===== src/rtl/ucie_pt_pkg.sv =====
// Shared definitions for the RX point-test compare engine: FSM state
// encoding, PRBS23 generator constants and the valtrain pattern.
package ucie_pt_pkg;

    typedef enum logic [2:0] {
        ST_IDLE    = 3'd0,
        ST_LOAD    = 3'd1,
        ST_COMPARE = 3'd2,
        ST_EVAL    = 3'd3,
        ST_DONE    = 3'd4
    } pt_state_e;

    // x^23 + x^21 + x^18 + x^15 + x^7 + x^2 + 1 -> tap bits 22,20,17,14,6,1
    localparam logic [22:0] PRBS23_TAPS        = 23'h524042;
    localparam logic [22:0] PRBS_DEFAULT_SEED  = 23'h1DBFBC;
    localparam logic [7:0]  VALTRAIN_PATTERN   = 8'b11110000;

    // Fibonacci step: shift towards the MSB (which is the output bit),
    // feed the XOR of the tap bits into the LSB.
    function automatic logic [22:0] prbs23_next(input logic [22:0] s);
        return {s[21:0], ^(s & PRBS23_TAPS)};
    endfunction

endpackage


===== src/rtl/pt_pattern_gen.sv =====
// Expected-bit generator: PRBS23 LFSR for mainband, 3-bit phase counter
// walking the 11110000 valtrain pattern. Both advance only on advance_i.
module pt_pattern_gen
    import ucie_pt_pkg::*;
#(
    parameter logic [22:0] SEED = PRBS_DEFAULT_SEED
) (
    input  logic clk,
    input  logic rst_n,
    input  logic load_i,
    input  logic advance_i,
    input  logic mode_i,
    output logic exp_bit_o
);

    logic [22:0] lfsr_q;
    logic [2:0]  phase_q;

    // Seed on load, step both generators on every valid received bit.
    always_ff @(posedge clk or negedge rst_n) begin
        if (!rst_n) begin
            lfsr_q  <= SEED;
            phase_q <= 3'd0;
        end else if (load_i) begin
            lfsr_q  <= SEED;
            phase_q <= 3'd0;
        end else if (advance_i) begin
            lfsr_q  <= prbs23_next(lfsr_q);
            phase_q <= phase_q + 3'd1;
        end
    end

    assign exp_bit_o = mode_i ? VALTRAIN_PATTERN[3'd7 - phase_q] : lfsr_q[22];

endmodule


===== src/rtl/rx_point_test_cmp.sv =====
// RX point-test compare engine: compares each lane's received bit stream to
// the locally generated pattern, counts per-lane errors (saturating) and
// reports a per-lane pass vector with a held test acknowledge.
// Optional macro PT_ERR_CNT_OUT_EN exposes per-lane and total error counts.
module rx_point_test_cmp
    import ucie_pt_pkg::*;
#(
    parameter int          NUM_LANES = 16,
    parameter int          ERR_W     = 16,
    parameter int          ITER_W    = 16,
    parameter logic [22:0] PRBS_SEED = PRBS_DEFAULT_SEED
) (
    input  logic                 clk,
    input  logic                 rst_n,
    input  logic                 i_en,
    input  logic                 i_mainband_or_valtrain,
    input  logic [ITER_W-1:0]    i_iter_count,
    input  logic [ERR_W-1:0]     i_err_threshold,
    input  logic [NUM_LANES-1:0] i_lane_mask,
    input  logic                 i_data_valid,
    input  logic [NUM_LANES-1:0] i_lane_data,
    output logic [NUM_LANES-1:0] o_rx_lanes_result,
    output logic                 o_test_ack,
    output logic                 o_busy
`ifdef PT_ERR_CNT_OUT_EN
    ,
    output logic [NUM_LANES*ERR_W-1:0] o_lane_err_cnt,
    output logic [ERR_W+4-1:0]         o_total_err_cnt
`endif
);

    pt_state_e              state_q, state_d;
    logic [ITER_W-1:0]      bit_cnt_q, bit_cnt_d;
    logic [ITER_W-1:0]      iter_q;
    logic [ERR_W-1:0]       thr_q;
    logic [NUM_LANES-1:0]   mask_q;
    logic                   mode_q;
    logic [NUM_LANES-1:0]   result_q;
    logic                   ack_q;
    logic [ERR_W-1:0]       err_cnt_q [NUM_LANES];
    logic [ERR_W-1:0]       err_cnt_d [NUM_LANES];
    logic [NUM_LANES-1:0]   pass_vec;

    logic in_load;
    logic do_cmp;
    logic cnt_clear;
    logic exp_bit;

    assign in_load   = (state_q == ST_LOAD);
    assign do_cmp    = (state_q == ST_COMPARE) && i_data_valid && (bit_cnt_q != iter_q);
    assign cnt_clear = !i_en || in_load;

    pt_pattern_gen #(.SEED(PRBS_SEED)) u_pattern_gen (
        .clk       (clk),
        .rst_n     (rst_n),
        .load_i    (in_load),
        .advance_i (do_cmp),
        .mode_i    (mode_q),
        .exp_bit_o (exp_bit)
    );

    // State register.
    always_ff @(posedge clk or negedge rst_n) begin
        if (!rst_n) state_q <= ST_IDLE;
        else        state_q <= state_d;
    end

    // Next-state and bit-count logic; dropping i_en aborts from any state.
    always_comb begin
        // NOTE: every variable gets a default first so no path leaves it unassigned (no latch).
        state_d   = state_q;
        bit_cnt_d = bit_cnt_q;
        if (!i_en) begin
            state_d   = ST_IDLE;
            bit_cnt_d = '0;
        end else begin
            unique case (state_q)
                ST_IDLE:    state_d = ST_LOAD;
                ST_LOAD: begin
                    bit_cnt_d = '0;
                    state_d   = (i_iter_count == '0) ? ST_EVAL : ST_COMPARE;
                end
                ST_COMPARE: begin
                    if (bit_cnt_q == iter_q) state_d = ST_EVAL;
                    else if (do_cmp)         bit_cnt_d = bit_cnt_q + ITER_W'(1);
                end
                ST_EVAL:    state_d = ST_DONE;
                ST_DONE:    state_d = ST_DONE;
                default:    state_d = ST_IDLE;
            endcase
        end
    end

    // Per-lane saturating error counters and pass decision.
    for (genvar g = 0; g < NUM_LANES; g++) begin : g_lane
        logic mismatch;
        assign mismatch = do_cmp && mask_q[g] && (i_lane_data[g] ^ exp_bit);
        assign err_cnt_d[g] = cnt_clear ? '0 :
                              (mismatch && (err_cnt_q[g] != '1)) ? err_cnt_q[g] + ERR_W'(1) :
                              err_cnt_q[g];
        assign pass_vec[g] = mask_q[g] && (err_cnt_q[g] <= thr_q);
`ifdef PT_ERR_CNT_OUT_EN
        assign o_lane_err_cnt[g*ERR_W +: ERR_W] = err_cnt_q[g];
`endif
    end

    // Error counter array.
    always_ff @(posedge clk or negedge rst_n) begin
        // NOTE: the counters are plain flops, not a RAM, so they take the async reset like any register.
        if (!rst_n) begin
            for (int i = 0; i < NUM_LANES; i++) err_cnt_q[i] <= '0;
        end else begin
            err_cnt_q <= err_cnt_d;
        end
    end

    // Test configuration latch, bit counter, result and acknowledge registers.
    always_ff @(posedge clk or negedge rst_n) begin
        // NOTE: sequential state uses non-blocking assignments so all registers update from pre-edge values.
        if (!rst_n) begin
            bit_cnt_q <= '0;
            iter_q    <= '0;
            thr_q     <= '0;
            mask_q    <= '0;
            mode_q    <= 1'b0;
            result_q  <= '0;
            ack_q     <= 1'b0;
        end else begin
            bit_cnt_q <= bit_cnt_d;
            if (!i_en) begin
                result_q <= '0;
                ack_q    <= 1'b0;
            end else if (in_load) begin
                iter_q <= i_iter_count;
                thr_q  <= i_err_threshold;
                mask_q <= i_lane_mask;
                mode_q <= i_mainband_or_valtrain;
            end else if (state_q == ST_EVAL) begin
                result_q <= pass_vec;
                ack_q    <= 1'b1;
            end
        end
    end

`ifdef PT_ERR_CNT_OUT_EN
    logic [ERR_W+4-1:0] total_sum;
    logic [ERR_W+4-1:0] total_q;

    // Sum of unmasked lane counts.
    always_comb begin
        total_sum = '0;
        for (int i = 0; i < NUM_LANES; i++) begin
            if (mask_q[i]) total_sum = total_sum + (ERR_W+4)'(err_cnt_q[i]);
        end
    end

    // Total is captured alongside the result so it is valid with ack.
    always_ff @(posedge clk or negedge rst_n) begin
        if (!rst_n)                  total_q <= '0;
        else if (!i_en)              total_q <= '0;
        else if (state_q == ST_EVAL) total_q <= total_sum;
    end

    assign o_total_err_cnt = total_q;
`endif

    assign o_rx_lanes_result = result_q;
    assign o_test_ack        = ack_q;
    assign o_busy            = (state_q == ST_LOAD) || (state_q == ST_COMPARE) || (state_q == ST_EVAL);

endmodule

===== config.mk =====
export PLATFORM = sky130hd
export DESIGN_NAME = rx_point_test_cmp
export DESIGN_NICKNAME = d
export VERILOG_FILES = /design/src/rtl/ucie_pt_pkg.sv /design/src/rtl/pt_pattern_gen.sv /design/src/rtl/rx_point_test_cmp.sv
export SDC_FILE = /design/constraint.sdc
export NUM_CORES = 1
export LEC_CHECK = 0
export ABC_CLOCK_PERIOD_IN_PS = 2600
export CAP_MARGIN = 10
export CORE_MARGIN = 5
export CORE_UTILIZATION = 55
export CTS_BUF_LIST = sky130_fd_sc_hd__clkbuf_8
export DETAILED_ROUTE_END_ITERATION = 6
export DONT_BUFFER_PORTS = 1
export MAX_ROUTING_LAYER = met4
export PLACE_DENSITY = 0.7
export SYNTH_ARGS = -nofsm -noshare
export SYNTH_HDL_FRONTEND = slang
export SYNTH_SLANG_ARGS = --single-unit

===== constraint.sdc =====
create_clock -name clk -period 2.6 [get_ports clk]
set_clock_uncertainty 0.1 [all_clocks]
set_input_delay 0.65 -clock clk [delete_from_list [all_inputs] [get_ports clk]]
set_output_delay 0.65 -clock clk [all_outputs]
set_load 0.05 [all_outputs]

==> flow_metrics.env <==
export IMPL_violations="negative hold slack"
export IMPL_grt_start_max_net_pins=368
export IMPL_layout_common_cells="sky130_fd_sc_hd__dfrtp_1, sky130_fd_sc_hd__ha_1, sky130_fd_sc_hd__nand2_1, sky130_fd_sc_hd__a21oi_1, sky130_fd_sc_hd__o21ai_0"
export IMPL_io_buffer_count=0
export IMPL_crit_path_start_kind="flip-flop"
export IMPL_numCtsBuffers=70
export IMPL_seqCellArea_sq_um=9204
export IMPL_ys_seq_area_frac=0.3778
export IMPL_cp_cell_sequence="xor2_1 -> nor4_2 -> and4_2 -> buf_4 -> or4_4 -> or3_1 -> a21oi_1"
export IMPL_max_slew_margin_rel=0.2456
export IMPL_power_per_cell_area_nw_per_um2=722.3
export IMPL_design_core_area_sq_um=44030
export IMPL_fp_row_count=77
export IMPL_p_int_uw=12230
export IMPL_detailroute_wirelength_met2_mm=31.73
export IMPL_synth_edff_count=0
export IMPL_drt_pass1_iterations=6
export IMPL_minimum_period_implied_by_the_final_worst_setup_slack_ps=2480
export IMPL_die_width_um=220.5
export IMPL_syn_cell_area_sq_um=24360
export IMPL_dieArea_sq_um=48610
export IMPL_grtUsageTotal=0.2965
export IMPL_clk_insertion_delay_late_ps=650
export IMPL_route_detailed_vias_per_inst=6.438
export IMPL_tightest_slew_ps=1132
export IMPL_wl_met3_mm=5.081
export IMPL_floorplan_die_height_um=220.5
export IMPL_cts_tree="yes"
export IMPL_htreeDepth=3
export IMPL_ys_dominant_reg_cell="sky130_fd_sc_hd__dfrtp_1"
export IMPL_cap_violations=0
export IMPL_layout_nets=3075
export IMPL_initial_core_util=0.5534
export IMPL_min_path_type="in -> async"
export IMPL_share_comb_of_total_power=0.358
export IMPL_final_routed_wirelength_mm=69.60
export IMPL_ir_worst_vdd_uv=628.0
export IMPL_post_place_ws_ps=-88.74
export IMPL_num_vias=21749
export IMPL_routed_wire_length_per_instance_um=20.60
export IMPL_first_global_vias=21235
export IMPL_achievable_frequency_mhz=403.2
export IMPL_final_layout_size_suffix_gt1_frac=0.1121
export IMPL_worstSetupEndpointType="flip-flop"
export IMPL_cts_max_path_buffers=3
export IMPL_detail_route_wirelength_met1_mm=30.05
export IMPL_cts_hold_buffers=9
export IMPL_total_nets_after_synthesis=2987
export IMPL_power_switching_share=0.3838
export IMPL_totalPowerFinal_uw=19840
export IMPL_tritoncts_num_sinks=367
export IMPL_ys_warn_count=0
export IMPL_period_utilization_post_route=0.9540
export IMPL_synthesis_instances=2644
export IMPL_final_hold_violation_count=351
export IMPL_highest_signal_layer="met4"
export IMPL_synth_ff_latch_count=367
export IMPL_clockRootBuffer="sky130_fd_sc_hd__clkbuf_8"
export IMPL_critical_path_arrival_ps=2940
export IMPL_syn_area_per_cell_sq_um=9.215
export IMPL_layout_cells_most_common="sky130_fd_sc_hd__dfrtp_1"
export IMPL_cp_max_fo=7
export IMPL_remaining_global_route_overflow=0
export IMPL_timing_critical_path_required_ps=3060
export IMPL_timing_rr_start="bit_cnt_q[8]"
export IMPL_proportion_of_register_bits_with_asynchronous_set_or_reset_after_synthesis=1.000
export IMPL_crit_path_max_incr_delay_ps=570
export IMPL_slew_violations=0
export IMPL_crit_path_start="bit_cnt_q[8]"
export IMPL_switchingPower_uw=7616
export IMPL_final_worst_setup_slack_ps=119.6
export IMPL_slowest_cell_on_the_critical_path="sky130_fd_sc_hd__or4_4"
export IMPL_global_route_wire_length_before_repair_mm=112.2
export IMPL_power_leakage_uw=0.01224
export IMPL_hold_ws_ps=-402.2
export IMPL_pin_count=87
export IMPL_pwr_share_clk=0.296
export IMPL_cts_reportedPaths_clkPinSlew_ps=60
export IMPL_seq_power_share=0.346
export IMPL_final_setup_viol_count=0
export IMPL_ant_nets=0
export IMPL_synth_cell_types=61
export IMPL_grt_setup_unrepaired="false"
export IMPL_grt_antenna_before_repair=2
export IMPL_syn_to_final_growth_pct=12.75
export IMPL_detailed_place_hpwl_mm=45.93
export IMPL_finalWeightedCongestion=0.9097
export IMPL_fillerInstances=3708
export IMPL_drc=0
export IMPL_multi_input_comb_area_sq_um=14500
export IMPL_path_class="reg -> reg"
export IMPL_result_of_the_run="finished with violations"
export IMPL_drt_iter0_drc=1727
-- cell type report --
class,instances,area share
Multi-Input combinational cell,2097,0.5278
Clock inverter,35,0.007606
Clock buffer,89,0.04459
Timing Repair Buffer,138,0.04992
Sequential cell,367,0.3350
Tap cell,592,0.02696
Antenna cell,2,0.0001822
Inverter,58,0.007925
-- power groups by stage --
stage | logic, uW | registers [uW] | clock network (uW)
finish | 7090 | 6870 | 5880
global route | 7720 | 6930 | 6290
CTS | 6990 | 6870 | 6020
detailed placement | 6930 | 6970 | 0
global placement | 6650 | 6940 | 0
floorplan | 3980 | 6820 | 0
-- worst max-delay path: cells and delay by family (launching register included) --
family	cells	cell delay, ps
XOR/XNOR	1	210
flip-flops	1	400
buffers and inverters	1	180
AO/OA/AOI/OAI	1	140
AND/OR/NAND/NOR	4	1360
-- worst paths after layout --
check                                                end  cells past startpoint  slack, ps
worst max-delay path                      err_cnt_q[123]                      7        120
max in group asynchronous                  err_cnt_q[61]                      0       1850
worst min-delay path                      err_cnt_q[148]                      0       -400
min in group clk                               thr_q[12]                      2         50
worst min register to register  u_pattern_gen.lfsr_q[16]                      2        380
worst max register to register            err_cnt_q[123]                      7        120
-- per-layer routing --
layer / GRT usage / vias up
met5: - / -
met4: 0.1130 / 0
met3: 0.05952 / 189
met2: 0.4582 / 723
met1: 0.3885 / 10639
li1: - / 10198
-- sequential cells by signal (all words and copies together) (netlist names), 3 cells and up --
register / cells
bit_cnt_q: 16
err_cnt_q: 256
iter_q: 16
mask_q: 16
o_rx_lanes_result: 16
state_q: 3
thr_q: 16
u_pattern_gen.lfsr_q: 23
u_pattern_gen.phase_q: 3
-- kinds of logic (layout without fill, tap and decap cells) --
group | Yosys count | in the layout | synth area share
DFF | 367 | 367 | 0.3778
and+or+nand+nor | 1027 | 1027 | 0.2290
buffers and inverters | 180 | 320 | 0.03071
xor gates and xnor gates | 74 | 74 | 0.02660
muxes | 62 | 62 | 0.02722
adders and majority gates | 274 | 274 | 0.1407
AOI/OAI and AO/OA | 660 | 660 | 0.1679
other | 0 | 2 | 0
-- repair_timing --
item | in CTS | in global routing
endpoints found under the hold margin | 376 | 351
setup endpoints to repair | 20 | 159
cloned | 0 | 0
gates resized for setup | 3 | 9
pin swaps | 0 | 1
buffers inserted | 0 | 2
-- through the flow --
step | setup TNS [ps] | area [sq um] | std cells | hold WS [ps] | util
after floorplan | 0 | 24360 | 2644 | 254.4 | -
after global placement | -155.3 | 25860 | 3241 | 272.6 | 0.5874
after detailed placement | -379.8 | 25860 | 3241 | 274.5 | 0.5874
after CTS | -224.8 | 27400 | 3374 | -429.6 | 0.6224
after global routing | 0 | 27470 | 3378 | -438.7 | 0.6239
final | 0 | 27470 | 3378 | -402.2 | 0.6239
-- cells in the mapped netlist (3+ instances only) --
| cell type | n | area (sq um) |
|---|---|---|
| sky130_fd_sc_hd__o41ai_1 | 4 | 35.03 |
| sky130_fd_sc_hd__nor3_1 | 21 | 105.1 |
| sky130_fd_sc_hd__dfstp_2 | 16 | 420.4 |
| sky130_fd_sc_hd__and3b_1 | 7 | 61.31 |
| sky130_fd_sc_hd__a41o_1 | 8 | 80.08 |
| sky130_fd_sc_hd__nand4_1 | 140 | 875.8 |
| sky130_fd_sc_hd__and4b_1 | 3 | 30.03 |
| sky130_fd_sc_hd__or3_1 | 105 | 656.9 |
| sky130_fd_sc_hd__o311ai_0 | 14 | 122.6 |
| sky130_fd_sc_hd__a31o_2 | 3 | 26.28 |
| sky130_fd_sc_hd__clkbuf_1 | 73 | 274.0 |
| sky130_fd_sc_hd__o21ai_1 | 4 | 20.02 |
| sky130_fd_sc_hd__o21a_1 | 27 | 202.7 |
| sky130_fd_sc_hd__and2_1 | 20 | 125.1 |
| sky130_fd_sc_hd__and3_1 | 36 | 225.2 |
| sky130_fd_sc_hd__nor2_1 | 115 | 431.7 |
| sky130_fd_sc_hd__nand2_1 | 249 | 934.7 |
| sky130_fd_sc_hd__inv_1 | 58 | 217.7 |
| sky130_fd_sc_hd__a21o_1 | 90 | 675.7 |
| sky130_fd_sc_hd__mux2i_1 | 28 | 280.3 |
| sky130_fd_sc_hd__a21oi_1 | 231 | 1156 |
| sky130_fd_sc_hd__xor2_1 | 43 | 376.6 |
| sky130_fd_sc_hd__and4_1 | 14 | 122.6 |
| sky130_fd_sc_hd__mux2_2 | 34 | 382.9 |
| sky130_fd_sc_hd__ha_1 | 274 | 3428 |
| sky130_fd_sc_hd__a211oi_1 | 12 | 90.09 |
| sky130_fd_sc_hd__xnor2_1 | 31 | 271.5 |
| sky130_fd_sc_hd__nand3_1 | 119 | 595.6 |
| sky130_fd_sc_hd__o221ai_1 | 12 | 105.1 |
| sky130_fd_sc_hd__o21ai_0 | 143 | 715.7 |
| sky130_fd_sc_hd__nor4_1 | 30 | 187.7 |
| sky130_fd_sc_hd__dfrtp_1 | 351 | 8783 |
| sky130_fd_sc_hd__buf_2 | 34 | 170.2 |
| sky130_fd_sc_hd__buf_1 | 10 | 37.54 |
| sky130_fd_sc_hd__o2111ai_1 | 4 | 35.03 |
| sky130_fd_sc_hd__buf_6 | 3 | 33.78 |
| sky130_fd_sc_hd__or2_2 | 5 | 31.28 |
| sky130_fd_sc_hd__nor2b_1 | 23 | 143.9 |
| sky130_fd_sc_hd__nand2b_1 | 37 | 231.5 |
| sky130_fd_sc_hd__o31ai_1 | 78 | 585.6 |
| sky130_fd_sc_hd__o211ai_1 | 11 | 82.58 |
| sky130_fd_sc_hd__a31oi_1 | 9 | 56.30 |
| sky130_fd_sc_hd__or4_1 | 89 | 668.1 |
Power figures use the tool's default switching activity.
